<file path="src/rtl/mem_ctrl.sv">
// mem_ctrl: byte-serial RAM controller shared by the MEM-stage data port
// and the instruction-fetch port. Requests of 1/2/4 bytes are split into
// single-byte RAM beats. Read bytes are assembled into a little-endian word.
module mem_ctrl #(
  parameter int unsigned ADDR_W   = 32,
  parameter int unsigned IF_BYTES = 4
) (
  input  logic              clk,
  input  logic              rst,
  input  logic              rdy,
  input  logic [1:0]        mem_rw,
  input  logic [ADDR_W-1:0] mem_addr,
  input  logic [31:0]       mem_wdata,
  input  logic [2:0]        mem_times,
  output logic [31:0]       mem_rdata,
  output logic [1:0]        mem_status,
  input  logic              if_req,
  input  logic [ADDR_W-1:0] if_addr,
  input  logic              if_flush,
  output logic [31:0]       if_rdata,
  output logic [1:0]        if_status,
  input  logic [7:0]        ram_din,
  output logic [7:0]        ram_dout,
  output logic [ADDR_W-1:0] ram_a,
  output logic              ram_wr
);

  typedef enum logic [1:0] {IDLE, RD, WR, DONE} state_t;
  typedef enum logic {OWN_MEM, OWN_IF} owner_t;
  typedef enum logic [1:0] {ST_INIT = 2'b00, ST_BUSY = 2'b01, ST_DONE = 2'b10} status_t;

  state_t              state_q, state_n;
  owner_t              own_q, own_n;
  logic [ADDR_W-1:0]   addr_q, addr_n;
  logic [31:0]         wdata_q, wdata_n;
  logic [2:0]          n_q, n_n;
  logic [2:0]          cnt_q, cnt_n;
  logic [31:0]         buf_q, buf_n;
  logic [ADDR_W-1:0]   ram_a_q, ram_a_n;
  logic [7:0]          ram_dout_q, ram_dout_n;
  logic                ram_wr_q, ram_wr_n;
  logic [31:0]         mem_rdata_q, mem_rdata_n;
  logic [31:0]         if_rdata_q, if_rdata_n;
  status_t             mem_st_q, mem_st_n;
  status_t             if_st_q, if_st_n;

  logic                mem_valid;
  logic                mem_is_wr;
  logic [2:0]          mem_n;
  logic [2:0]          cnt_p1;
  logic [4:0]          cap_pos;
  logic [4:0]          wr_pos;

  assign mem_rdata  = mem_rdata_q;
  assign mem_status = mem_st_q;
  assign if_rdata   = if_rdata_q;
  assign if_status  = if_st_q;
  assign ram_dout   = ram_dout_q;
  assign ram_a      = ram_a_q;
  assign ram_wr     = ram_wr_q;

  // Decode the MEM request and clamp its byte count.
  always_comb begin
    mem_valid = (mem_rw == 2'b01) || (mem_rw == 2'b10);
    mem_is_wr = (mem_rw == 2'b10);
    case (mem_times)
      3'd0:    mem_n = 3'd0;
      3'd1:    mem_n = 3'd1;
      3'd2:    mem_n = 3'd2;
      default: mem_n = 3'd4;
    endcase
    cnt_p1  = cnt_q + 3'd1;
    // Byte captured at this edge was issued two edges ago: index cnt-1.
    cap_pos = {cnt_q[1:0] - 2'd1, 3'b000};
    wr_pos  = {cnt_q[1:0] + 2'd1, 3'b000};
  end

  // Next-state, datapath and registered-output computation.
  always_comb begin
    state_n     = state_q;
    own_n       = own_q;
    addr_n      = addr_q;
    wdata_n     = wdata_q;
    n_n         = n_q;
    cnt_n       = cnt_q;
    buf_n       = buf_q;
    ram_a_n     = ram_a_q;
    ram_dout_n  = ram_dout_q;
    ram_wr_n    = ram_wr_q;
    mem_rdata_n = mem_rdata_q;
    if_rdata_n  = if_rdata_q;
    mem_st_n    = mem_st_q;
    if_st_n     = if_st_q;

    case (state_q)
      IDLE: begin
        if (mem_valid) begin
          own_n   = OWN_MEM;
          addr_n  = mem_addr;
          wdata_n = mem_wdata;
          n_n     = mem_n;
          cnt_n   = 3'd0;
          buf_n   = '0;
          if (mem_n == 3'd0) begin
            state_n     = DONE;
            mem_st_n    = ST_DONE;
            mem_rdata_n = '0;
          end else begin
            mem_st_n = ST_BUSY;
            ram_a_n  = mem_addr;
            if (mem_is_wr) begin
              state_n    = WR;
              ram_dout_n = mem_wdata[7:0];
              ram_wr_n   = 1'b1;
            end else begin
              state_n  = RD;
              ram_wr_n = 1'b0;
            end
          end
        end else if (if_req && !if_flush) begin
          own_n    = OWN_IF;
          addr_n   = if_addr;
          n_n      = 3'(IF_BYTES);
          cnt_n    = 3'd0;
          buf_n    = '0;
          state_n  = RD;
          ram_a_n  = if_addr;
          ram_wr_n = 1'b0;
          if_st_n  = ST_BUSY;
        end
      end

      RD: begin
        if (own_q == OWN_IF && if_flush) begin
          state_n  = IDLE;
          if_st_n  = ST_INIT;
          ram_wr_n = 1'b0;
        end else begin
          cnt_n = cnt_p1;
          if (cnt_p1 < n_q)
            ram_a_n = addr_q + ADDR_W'(cnt_p1);
          if (cnt_q != 3'd0)
            buf_n[cap_pos +: 8] = ram_din;
          if (cnt_q == n_q) begin
            state_n = DONE;
            if (own_q == OWN_MEM) begin
              mem_st_n    = ST_DONE;
              mem_rdata_n = buf_n;
            end else begin
              if_st_n    = ST_DONE;
              if_rdata_n = buf_n;
            end
          end
        end
      end

      WR: begin
        cnt_n = cnt_p1;
        if (cnt_p1 < n_q) begin
          ram_a_n    = addr_q + ADDR_W'(cnt_p1);
          ram_dout_n = wdata_q[wr_pos +: 8];
          ram_wr_n   = 1'b1;
        end else begin
          ram_wr_n = 1'b0;
          state_n  = DONE;
          mem_st_n = ST_DONE;
        end
      end

      DONE: begin
        state_n  = IDLE;
        mem_st_n = ST_INIT;
        if_st_n  = ST_INIT;
      end

      default: state_n = IDLE;
    endcase
  end

  // State and output registers; rdy=0 freezes everything.
  always_ff @(posedge clk) begin
    if (!rst) begin
      state_q     <= IDLE;
      own_q       <= OWN_MEM;
      addr_q      <= '0;
      wdata_q     <= '0;
      n_q         <= '0;
      cnt_q       <= '0;
      buf_q       <= '0;
      ram_a_q     <= '0;
      ram_dout_q  <= '0;
      ram_wr_q    <= 1'b0;
      mem_rdata_q <= '0;
      if_rdata_q  <= '0;
      mem_st_q    <= ST_INIT;
      if_st_q     <= ST_INIT;
    end else if (rdy) begin
      state_q     <= state_n;
      own_q       <= own_n;
      addr_q      <= addr_n;
      wdata_q     <= wdata_n;
      n_q         <= n_n;
      cnt_q       <= cnt_n;
      buf_q       <= buf_n;
      ram_a_q     <= ram_a_n;
      ram_dout_q  <= ram_dout_n;
      ram_wr_q    <= ram_wr_n;
      mem_rdata_q <= mem_rdata_n;
      if_rdata_q  <= if_rdata_n;
      mem_st_q    <= mem_st_n;
      if_st_q     <= if_st_n;
    end
  end

endmodule

</file>
<file path="config.mk">
export PLATFORM = sky130hd
export DESIGN_NAME = mem_ctrl
export DESIGN_NICKNAME = d
export VERILOG_FILES = /design/src/rtl/mem_ctrl.sv
export SDC_FILE = /design/constraint.sdc
export NUM_CORES = 1
export LEC_CHECK = 0
export ABC_AREA = 0
export BUFFER_PORTS_ARGS = -buffer_cell sky130_fd_sc_hd__buf_2
export CAP_MARGIN = 20
export CORE_MARGIN = 3
export CORE_UTILIZATION = 50
export CTS_CLUSTER_DIAMETER = 100
export DETAILED_ROUTE_END_ITERATION = 16
export GPL_ROUTABILITY_DRIVEN = 0
export PLACE_DENSITY_LB_ADDON = 0.2
export SYNTH_ARGS = -nofsm -noshare
export SYNTH_HDL_FRONTEND = slang
export SYNTH_SLANG_ARGS = --single-unit
</file>
<file path="constraint.sdc">
create_clock -name clk -period 6.91 [get_ports clk]
set_clock_uncertainty 0.2 [all_clocks]
set_input_delay 1.382 -clock clk [delete_from_list [all_inputs] [get_ports clk]]
set_output_delay 1.382 -clock clk [all_outputs]
set_load 0.005 [all_outputs]
</file>
==> impl_metrics.py, run 1 <==
metrics = {
    "cells_and_area": {
        "final_core_utilization_pct": 62.4,
        "layout.nets": 1426,
        "final-instance-count-excl-fill": 1569,
        "fillerInstances": 1732,
        "area.growth.synth_to_final_pct": 19.9,
        "final_layout_size_suffix_gt1_share_pct": 26.0,
        "diodes": 0,
    },
    "timing": {
        "portion_of_the_clock_cycle_consumed_by_the_worst_path_in_the_final_layout_pct": 59.3,
        "number_of_hold_violations_in_the_final_report": 0,
        "timing.slew.headroom_pct": 29.0,
        "rsz0062_at_grt": "no",
        "report.final.setup_viol": 0,
        "final_period_minus_worst_setup_slack_ns": 4.10,
        "timing_max_transition_violations_final": 0,
        "max_freq_ghz": 0.244,
        "worst_slew_pin_slew_ns": 1.06,
        "fin_setup_tns_ns": 0,
    },
    "grt": {
        "initial_antenna_violation_count": 0,
        "first_global_vias": 8467,
        "grt_pass1_wl_mm": 43.2,
        "global_route.overflow_total": 0,
        "gr-usage-all-layers_pct": 23.7,
        "grt_max_degree": 72,
    },
    "drt": {
        "first_pass_iters": 5,
        "avgViaCountPerCell": 5.67,
        "drc": 0,
        "detail-route-antenna-nets": 0,
        "post_drt_wl_per_cell_um": 17.2,
        "dr.first_iter.drc_count": 601,
        "routed-via-count": 8898,
        "route.final.wire_length_mm": 26.9,
    },
    "placed_design": {
        "port_buffers": 222,
        "dp_cells": 1528,
        "dpl.hpwl_mm": 18.2,
    },
    "worst_setup_path": {
        "path_delay_family": "adder cells",
        "critPathArrivalTime_ns": 4.34,
        "cp_num_buf_inv": 2,
        "max_stage_delay_ns": 0.77,
        "critical_path_class": "register to register",
        "worstPathCellList": "inv_1 -> ha_1 -> inv_1 -> fa_1 -> and2b_1 -> o2111ai_1 -> or3_1 -> a311oi_1 -> a31o_1",
        "library_cell_appearing_most_often_on_the_critical_path": "inv_1",
        "critical_path.max_fanout": 15,
        "critPathCaptureType": "register",
        "timing.critical_path.from_type": "register",
        "r2r_slack_ns": 2.81,
        "worst_path_max_delay_cell": "ha_1",
        "critical_path_rt_ns": 7.16,
    },
    "floorplan": {
        "dieHeight_um": 147,
        "die_w_um": 147,
        "core_area_um2": 19100,
        "boundaryPins": 223,
        "initial_utilization_pct": 52.0,
        "fp-row-count": 50,
        "design.die.area_um2": 21600,
    },
    "yosys": {
        "synth.most_common_cell": "dfxtp_1",
        "synth_area_leaders": "dfxtp_1, a21oi_1, nand2_1, a211oi_1, mux2i_1",
        "synth_nets": 1248,
        "synth_top_area_cell": "dfxtp_1",
        "synthesis.yosys.warnings": 0,
        "dominantRegCellSynth": "dfxtp_1",
        "synth_async_sr_flop_share_pct": 0,
        "yosysUniqueCellTypes": 69,
        "yosys_register_bits": 214,
        "synth-seq-area-share_pct": 43.0,
        "synthesis.instances": 1115,
        "post_synth_most_frequent_cells": "dfxtp_1, nand2_1, a21oi_1",
        "syn_avg_cell_area_um2": 8.93,
        "yosys.area.top_type_share_pct": 43.0,
        "synth_edf_count": 0,
        "syn_std_cell_area_um2": 9960,
    },
    "power": {
        "pwrdens_nw_per_um2": 273,
        "p_clk_share_pct": 39.6,
        "power.static_leakage_nw": 4.67,
        "share_comb_of_total_power_pct": 18.0,
        "power.ir.vdd_worst_mv": 0.195,
        "switchingPower_w": 0.000917,
        "power_switching_share_pct": 28.1,
        "power.sequential.fraction_pct": 42.4,
        "cell_internal_pwr_w": 0.00234,
    },
    "clock_tree": {
        "numClockSinks": 214,
        "number_of_buffers_added_for_setup_after_cts": 0,
        "h-tree-depth": 1,
        "clk-insertion-delay-late_ns": 0.51,
        "cts_max_path_buffers": 3,
        "cts.root.buffer_cell": "clkbuf_16",
        "cts_tree": "done",
        "cts_buffers": 23,
        "ctsHoldBuffers": 0,
        "cts_resized": 0,
        "clk_transition_reported_paths_ns": 0.06,
    },
    "hold_path": {
        "hold_path.class": "register to register",
    },
    "run_status": {
        "outcome": "complete, no violations",
    },
    "flow_run": {
        "maxCapViolations": 0,
    },
}
-- metrics by stage --
stage	area, um^2	total power [W]	setup WS, ns	hold slack [ns]
after floorplan	9960	0.00179	3.22	0.232
after global placement	11100	0.00197	2.70	0.238
after detailed placement	11100	0.00199	2.60	0.241
after CTS	11900	0.00328	2.76	0.252
after global routing	11900	0.00340	2.50	0.268
final	11900	0.00326	2.81	0.250
-- state kept, by name, indices dropped and copies added, names as in the netlist --
register,flops
wdata_q,32
own_q,1
ram_a,32
n_q,3
mem_status,2
state_q,2
ram_dout,8
buf_q,32
ram_wr,1
addr_q,32
if_status,2
cnt_q,3
mem_rdata,32
if_rdata,32
-- power groups by stage --
stage	Combinational (W)	Clock (W)	Sequential, W
2_1_floorplan	0.000398	0	0.00139
3_3_place_gp	0.000570	0	0.00140
3_5_place_dp	0.000581	0	0.00141
4_1_cts	0.000585	0.00131	0.00138
5_1_grt	0.000649	0.00136	0.00139
6_report	0.000588	0.00129	0.00138
-- layer usage --
layer | track usage, % | part of all wire [%] | vias up
met5 | 0 | 0 | -
met4 | 5.92 | 2.3 | 0
met3 | 5.18 | 6.9 | 53
met2 | 37.7 | 45 | 304
met1 | 33.1 | 46 | 4105
li1 | - | - | 4436
-- layout make-up --
class / count / area (um^2) / share of cell area [%]
Clock buffer: 32 / 639 / 5.35
Tap cell: 260 / 325 / 2.72
Inverter: 27 / 104 / 0.870
Sequential cell: 214 / 4280 / 35.9
Multi-Input combinational cell: 790 / 5200 / 43.6
Clock inverter: 9 / 154 / 1.29
Timing Repair Buffer: 237 / 1230 / 10.3
-- worst paths after layout --
check | start | end | cells past startpoint
max | cnt_q[1]$_SDFFE_PN0P_ | ram_a[18]$_SDFFE_PN0P_ | 9
max reg2reg | cnt_q[1]$_SDFFE_PN0P_ | ram_a[18]$_SDFFE_PN0P_ | 9
min | wdata_q[28]$_SDFFE_PN0P_ | wdata_q[28]$_SDFFE_PN0P_ | 2
min reg2reg | wdata_q[28]$_SDFFE_PN0P_ | wdata_q[28]$_SDFFE_PN0P_ | 2
-- kinds of logic (layout without fill, tap and decap cells) --
group | after synthesis | after routing | share of synthesized area [%]
AND/OR/NAND/NOR | 361 | 361 | 17.5
AO/OA/AOI/OAI | 329 | 329 | 23.2
flip-flops | 214 | 214 | 43.0
buffers and inverters | 111 | 305 | 4.78
multiplexers | 62 | 62 | 7.35
adder cells (fa/ha/maj) | 19 | 19 | 2.46
XOR/XNOR | 19 | 19 | 1.67
-- cell usage in the layout, fill, tap and decap left out, drive strengths merged, types with 12 or more instances in the layout --
cell type and n:
a211oi 61, a21oi 104, a22oi 32, a311oi 12, buf 237, clkbuf 32, dfxtp 214, ha 18
inv 28, mux2i 45, nand2 135, nand3 23, nand4 12, nor2 83, nor3 17, nor4 16
o211ai 12, o21ai 24, o2bb2ai 33, or2 32, xor2 13
-- worst register-to-register path: cells and delay by family, from the launching register on --
kind | cells | cell delay [ns]
AOI/OAI and AO/OA | 3 | 0.94
adders and majority gates | 2 | 1.24
buffers and inverters | 2 | 0.30
DFF | 1 | 0.46
and+or+nand+nor | 2 | 0.89
(Power assumes the default switching activity.)
==> inputs of run 2 (changes only) <==
--- a/config.mk
+++ b/config.mk
@@ -5,7 +5,7 @@
 export SDC_FILE = /design/constraint.sdc
 export NUM_CORES = 1
 export LEC_CHECK = 0
-export ABC_AREA = 0
+export ABC_AREA = 1
 export BUFFER_PORTS_ARGS = -buffer_cell sky130_fd_sc_hd__buf_2
 export CAP_MARGIN = 20
 export CORE_MARGIN = 3
==> constraint.sdc (replaced) <==
create_clock -name clk -period 3.7 [get_ports clk]
set_clock_uncertainty 0.2 [all_clocks]
set_input_delay 0.74 -clock clk [delete_from_list [all_inputs] [get_ports clk]]
set_output_delay 0.74 -clock clk [all_outputs]
set_load 0.005 [all_outputs]
==> run 2 against run 1 <==
Core utilization shrank 0.82 points. Maximum frequency grew 30%. First-iteration DRC count grew 40%. Power grew 140%. Global-route usage grew 1.4 points. Sequential power grew 110%. Non-clock buffer count grew 1. Die area grew 6.9%. Register-to-register slack lost 2.3 ns. Via count grew 21%. Largest power group unchanged.
==> impl_metrics.py, run 2 <==
metrics = {
    "drt": {
        "drc": 0,
        "detail-route-antenna-nets": 0,
        "dr.first_iter.drc_count": 840,
        "post_drt_wl_per_cell_um": 15.0,
        "first_pass_iters": 5,
        "route.final.wire_length_mm": 30.5,
        "routed-via-count": 10700,
        "avgViaCountPerCell": 5.28,
    },
    "grt": {
        "first_global_vias": 10100,
        "global_route.overflow_total": 0,
        "grt_max_degree": 92,
        "initial_antenna_violation_count": 0,
        "grt_pass1_wl_mm": 49.9,
        "gr-usage-all-layers_pct": 25.1,
    },
    "clock_tree": {
        "h-tree-depth": 1,
        "cts_buffers": 24,
        "numClockSinks": 214,
        "cts.root.buffer_cell": "clkbuf_16",
        "cts_tree": "done",
        "ctsHoldBuffers": 0,
        "cts_max_path_buffers": 3,
        "clk_transition_reported_paths_ns": 0.06,
        "clk-insertion-delay-late_ns": 0.52,
    },
    "timing": {
        "timing_max_transition_violations_final": 0,
        "post-route-worst-setup-slack_ns": 0.544,
        "number_of_hold_violations_in_the_final_report": 0,
        "report.final.setup_viol": 0,
        "worst_slew_pin_slew_ns": 0.820,
        "final_period_minus_worst_setup_slack_ns": 3.16,
        "rsz0062_at_grt": "no",
        "timing.slew.headroom_pct": 45.3,
        "fin_setup_tns_ns": 0,
        "max_freq_ghz": 0.317,
        "portion_of_the_clock_cycle_consumed_by_the_worst_path_in_the_final_layout_pct": 85.3,
    },
    "yosys": {
        "dominantRegCellSynth": "dfxtp_1",
        "synth.most_common_cell": "nand2_1",
        "post_synth_most_frequent_cells": "nand2_1, dfxtp_1, a21oi_1",
        "synthesis.yosys.warnings": 0,
        "yosys.area.top_type_share_pct": 40.1,
        "syn_avg_cell_area_um2": 6.77,
        "synth_edf_count": 0,
        "synth-seq-area-share_pct": 40.1,
        "yosysUniqueCellTypes": 45,
        "synth_nets": 1710,
        "synth_top_area_cell": "dfxtp_1",
        "yosys_register_bits": 214,
        "syn_std_cell_area_um2": 10700,
        "synth_async_sr_flop_share_pct": 0,
        "synth_area_leaders": "dfxtp_1, nand2_1, a21oi_1, o21ai_0, nor2_1",
        "synthesis.instances": 1577,
    },
    "worst_setup_path": {
        "critical_path.max_fanout": 16,
        "max_stage_delay_ns": 0.57,
        "worst_flop_to_flop_path_startpoint": "cnt_q[0]$_SDFFE_PN0P_",
        "timing.critical_path.from_type": "register",
        "critPathCaptureType": "register",
        "library_cell_appearing_most_often_on_the_critical_path": "nor2_1",
        "worstPathCellList": "ha_1 -> xor2_1 -> ha_1 -> a21o_1 -> nor2_1 -> nand2_1 -> o21ai_0 -> nand4_2 -> nor2_1 -> nor2_1",
        "critical_path_rt_ns": 3.91,
        "critPathArrivalTime_ns": 3.36,
        "worst_path_max_delay_cell": "dfxtp_1",
        "critical_path_class": "register to register",
        "startpoint": "cnt_q[0]$_SDFFE_PN0P_",
    },
    "floorplan": {
        "die_w_um": 152,
        "initial_utilization_pct": 51.7,
        "design.die.area_um2": 23100,
        "fp-row-count": 52,
        "core_area_um2": 20600,
        "dieHeight_um": 152,
        "boundaryPins": 223,
    },
    "cells_and_area": {
        "leading_cell_type_in_the_layout_fill_and_taps_excluded": "nand2_1",
        "diodes": 0,
        "area.growth.synth_to_final_pct": 18.9,
        "final_layout_size_suffix_gt1_share_pct": 17.5,
        "commonest_cells_after_routing_fill_and_taps_aside": "nand2_1, buf_2, dfxtp_1, a21oi_1, o21ai_0",
        "layout.nets": 1881,
        "final_core_utilization_pct": 61.6,
    },
    "power": {
        "power.ir.vdd_worst_mv": 0.343,
        "power.static_leakage_nw": 5.53,
        "pwrdens_nw_per_um2": 625,
    },
    "hold_path": {
        "hold_path.class": "register to register",
        "min-delay-start": "if_rdata[15]$_SDFFE_PN0P_",
    },
    "run_status": {
        "outcome": "complete, no violations",
    },
    "flow_run": {
        "maxCapViolations": 0,
    },
    "placed_design": {
        "dp_worst_setup_slack_ns": 0.383,
        "port_buffers": 222,
        "dpl.hpwl_mm": 21.4,
    },
}
[run 2: cell count changes in the layout (fill, tap and decap cells not counted), moves of 40 or more]
cell,change
a21oi_1,+95
nand3_1,+40
a211oi_1,-58
nand2_1,+223
inv_1,+98
nor2_1,+106
o21ai_0,+169
[run 2: cell type report]
type	count	area [um^2]
fillers	1959	7930
multi-input cells	1134	5430
flip-flops and latches	214	4280
repair buffers	238	1250
clock buffers	33	696
inverters	136	513
well taps	270	338
clock inverters	9	185
[run 2: worst paths after layout]
check	end	slack, ns	cells past startpoint
setup reg to reg	ram_dout[7]$_SDFFE_PN0P_	0.54	10
hold / removal	if_rdata[15]$_SDFFE_PN0P_	0.24	2
hold reg to reg	if_rdata[15]$_SDFFE_PN0P_	0.24	2
setup / recovery	ram_dout[7]$_SDFFE_PN0P_	0.54	10
[run 2: layer usage]
layer / vias up / global-route usage [%] / routed length, um
met5: - / 0 / 0
met4: 0 / 5.95 / 603
met3: 47 / 3.30 / 1950
met2: 393 / 41.8 / 14200
met1: 4834 / 34.8 / 13800
li1: 5470 / - / -
[run 2: what timing repair did]
| item | in CTS | in global routing |
|---|---|---|
| endpoints found under the setup margin | 0 | 1 |
| setup buffers | 0 | 0 |
| hold endpoints to repair | 0 | 0 |
| resized for setup | 0 | 1 |
[run 2: logic make-up after synthesis]
| family | count (synthesis) | synth area share [%] |
|---|---|---|
| AND/OR/NAND/NOR | 664 | 25.8 |
| AO/OA/AOI/OAI | 427 | 20.7 |
| buffers and inverters | 229 | 9.00 |
| flip-flops | 214 | 40.1 |
| adder cells (fa/ha/maj) | 19 | 2.30 |
| multiplexers | 13 | 1.22 |
| XOR/XNOR | 11 | 0.903 |
[run 2: per-stage QoR]
stage	power (W)	hold WS, ns	cell area, um^2	std cells
finish	0.00794	0.239	12700	2034
global route	0.00842	0.255	12700	2034
detailed placement	0.00530	0.235	11800	1992
CTS	0.00795	0.237	12700	2034
floorplan	0.00461	0.230	10700	1577
global placement	0.00526	0.230	11800	1992
[run 2: report_power, final]
group | internal [W] | leakage (nW) | switching, W
combinational | 0.000779 | 3.35 | 0.00160
sequential | 0.00267 | 1.75 | 0.000246
clock | 0.00167 | 0.423 | 0.000975
[run 2: worst max-delay path: cells and delay by family, from the launching register on]
kind / cells / cell delay, ns
xor+xnor: 1 / 0.30
simple gates: 5 / 1.05
fa+ha+maj: 2 / 0.57
compound gates: 2 / 0.36
flops: 1 / 0.57
==> inputs of run 3 (changes only) <==
--- a/config.mk
+++ b/config.mk
@@ -8,7 +8,7 @@
 export ABC_AREA = 1
 export BUFFER_PORTS_ARGS = -buffer_cell sky130_fd_sc_hd__buf_2
 export CAP_MARGIN = 20
-export CORE_MARGIN = 3
+export CORE_MARGIN = 2
 export CORE_UTILIZATION = 50
 export CTS_CLUSTER_DIAMETER = 100
 export DETAILED_ROUTE_END_ITERATION = 16
==> run 3 against run 2 <==
Sequential cell count unchanged. Sequential share of layout area increased by 0.45 points. Non-clock buffer count is 2 higher. Via count decreased by 0.20%. Highest routed layer unchanged. Critical path type unchanged.
==> impl_metrics.py, run 3 (synthesized netlist as in run 2, its figures left out) <==
metrics = {
    "placed_design": {
        "dpl.hpwl_mm": 21.3,
        "dp_cells": 1999,
        "port_buffers": 222,
        "dp_worst_setup_slack_ns": 0.235,
    },
    "worst_setup_path": {
        "critPathCaptureType": "register",
        "critical_path_rt_ns": 3.89,
        "r2r_slack_ns": 0.43,
        "timing.critical_path.from_type": "register",
        "critPathArrivalTime_ns": 3.46,
        "critical_path.max_fanout": 26,
        "critical_path_class": "register to register",
    },
    "cells_and_area": {
        "layout.nets": 1882,
        "final_layout_size_suffix_gt1_share_pct": 17.5,
        "commonest_cells_after_routing_fill_and_taps_aside": "nand2_1, buf_2, dfxtp_1, a21oi_1, o21ai_0",
        "fillerInstances": 2079,
        "leading_cell_type_in_the_layout_fill_and_taps_excluded": "nand2_1",
        "register_area_um2": 4280,
        "final-instance-count-excl-fill": 2039,
        "diodes": 0,
        "multiInputGateArea_um2": 5430,
        "area.growth.synth_to_final_pct": 17.4,
    },
    "flow_run": {
        "maxCapViolations": 0,
    },
    "timing": {
        "fin_setup_tns_ns": 0,
        "number_of_hold_violations_in_the_final_report": 0,
        "portion_of_the_clock_cycle_consumed_by_the_worst_path_in_the_final_layout_pct": 88.3,
        "report.final.setup_viol": 0,
        "final_period_minus_worst_setup_slack_ns": 3.27,
        "post-route-worst-setup-slack_ns": 0.433,
        "timing.slew.headroom_pct": 48.0,
        "worst_slew_pin_slew_ns": 0.780,
        "max_freq_ghz": 0.306,
        "rsz0062_at_grt": "no",
        "timing_max_transition_violations_final": 0,
    },
    "drt": {
        "dr.first_iter.drc_count": 710,
        "maxUsedRoutingLayer": "met4",
        "post_drt_wl_per_cell_um": 14.8,
        "avgViaCountPerCell": 5.26,
        "routed-via-count": 10700,
        "first_pass_iters": 5,
        "drc": 0,
        "dr_wl_met3_mm": 1.88,
        "met2_length_mm": 14.2,
        "detail-route-antenna-nets": 0,
        "route.final.wire_length_mm": 30.2,
        "drt-met1-wl_mm": 13.4,
    },
    "grt": {
        "global_route.overflow_total": 0,
        "grt_pass1_wl_mm": 47.9,
        "initial_antenna_violation_count": 0,
        "first_global_vias": 9631,
        "gr-usage-all-layers_pct": 25.9,
        "grt_max_degree": 65,
    },
    "power": {
        "pwrdens_nw_per_um2": 596,
        "power.ir.vdd_worst_mv": 0.366,
        "power.static_leakage_nw": 5.46,
    },
    "clock_tree": {
        "cts_max_path_buffers": 3,
        "numClockSinks": 214,
        "h-tree-depth": 1,
        "clk-insertion-delay-late_ns": 0.52,
        "cts.root.buffer_cell": "clkbuf_16",
        "cts_tree": "done",
        "clk_transition_reported_paths_ns": 0.06,
        "number_of_buffers_added_for_setup_after_cts": 0,
        "cts_buffers": 23,
    },
    "floorplan": {
        "die_w_um": 150,
        "design.die.area_um2": 22500,
        "core_area_um2": 21000,
        "boundaryPins": 223,
        "dieHeight_um": 150,
        "initial_utilization_pct": 50.9,
        "fp-row-count": 53,
    },
    "hold_path": {
        "hold_path.class": "register to register",
    },
    "run_status": {
        "outcome": "complete, no violations",
    },
}
[run 3: cell types whose count changed in the layout (fill, tap and decap cells not counted)]
cell	before	now
bufinv_16	5	0
clkinv_2	0	5
buf_4	16	19
clkbuf_16	25	23
clkinvlp_4	2	0
inv_6	0	2
buf_12	1	0
clkbuf_1	4	5
clkbuf_8	4	5
clkinv_4	1	0
inv_8	1	0
[run 3: metal layers]
metal | GRT usage (%) | vias to the layer above
li1 | - | 5474
met1 | 34.5 | 4820
met2 | 43.6 | 379
met3 | 3.73 | 50
met4 | 7.55 | 0
met5 | 0 | -
[run 3: final timing paths]
check | start | to | cells after the start
setup / recovery | cnt_q[0]$_SDFFE_PN0P_ | ram_a[10]$_SDFFE_PN0P_ | 10
hold / removal | if_rdata[5]$_SDFFE_PN0P_ | if_rdata[5]$_SDFFE_PN0P_ | 2
setup reg to reg | cnt_q[0]$_SDFFE_PN0P_ | ram_a[10]$_SDFFE_PN0P_ | 10
hold reg to reg | if_rdata[5]$_SDFFE_PN0P_ | if_rdata[5]$_SDFFE_PN0P_ | 2
[run 3: layout make-up]
type | instances | area share (%)
multi-input combinational | 1134 | 43.4
sequential | 214 | 34.2
timing repair buffer | 240 | 9.97
clock buffer | 33 | 5.29
inverter | 136 | 4.09
tap | 275 | 2.75
clock inverter | 7 | 0.340
[run 3: power breakdown]
part | internal (W) | switching, W
clock network | 0.00124 | 0.000936
logic | 0.000772 | 0.00159
registers | 0.00267 | 0.000242
total | 0.00469 | 0.00277
[run 3: through the flow]
step           area [um^2]  hold WS (ns)  power (W)  utilization [%]
2_1_floorplan        10700         0.230    0.00461                -
3_3_place_gp         11800         0.229    0.00525             56.4
3_5_place_dp         11800         0.234    0.00529             56.4
4_1_cts              12500         0.243    0.00747             59.8
5_1_grt              12500         0.256    0.00793             59.8
6_report             12500         0.239    0.00746             59.8
[run 3: worst max-delay path, stage by stage, from the launching register on]
cell and delay [ns]:
dfxtp_1 0.57, ha_1 0.24, xor2_1 0.27, ha_1 0.30, a21o_1 0.18, nor2_1 0.18
nor2_2 0.16, nor2_4 0.42, inv_2 0.33, a21oi_1 0.22, a21oi_1 0.08
[run 3: timing repair]
| item | in CTS | in global routing |
|---|---|---|
| hold buffers | 0 | 0 |
| gates resized for setup | 0 | 1 |
| setup endpoints to repair | 0 | 26 |
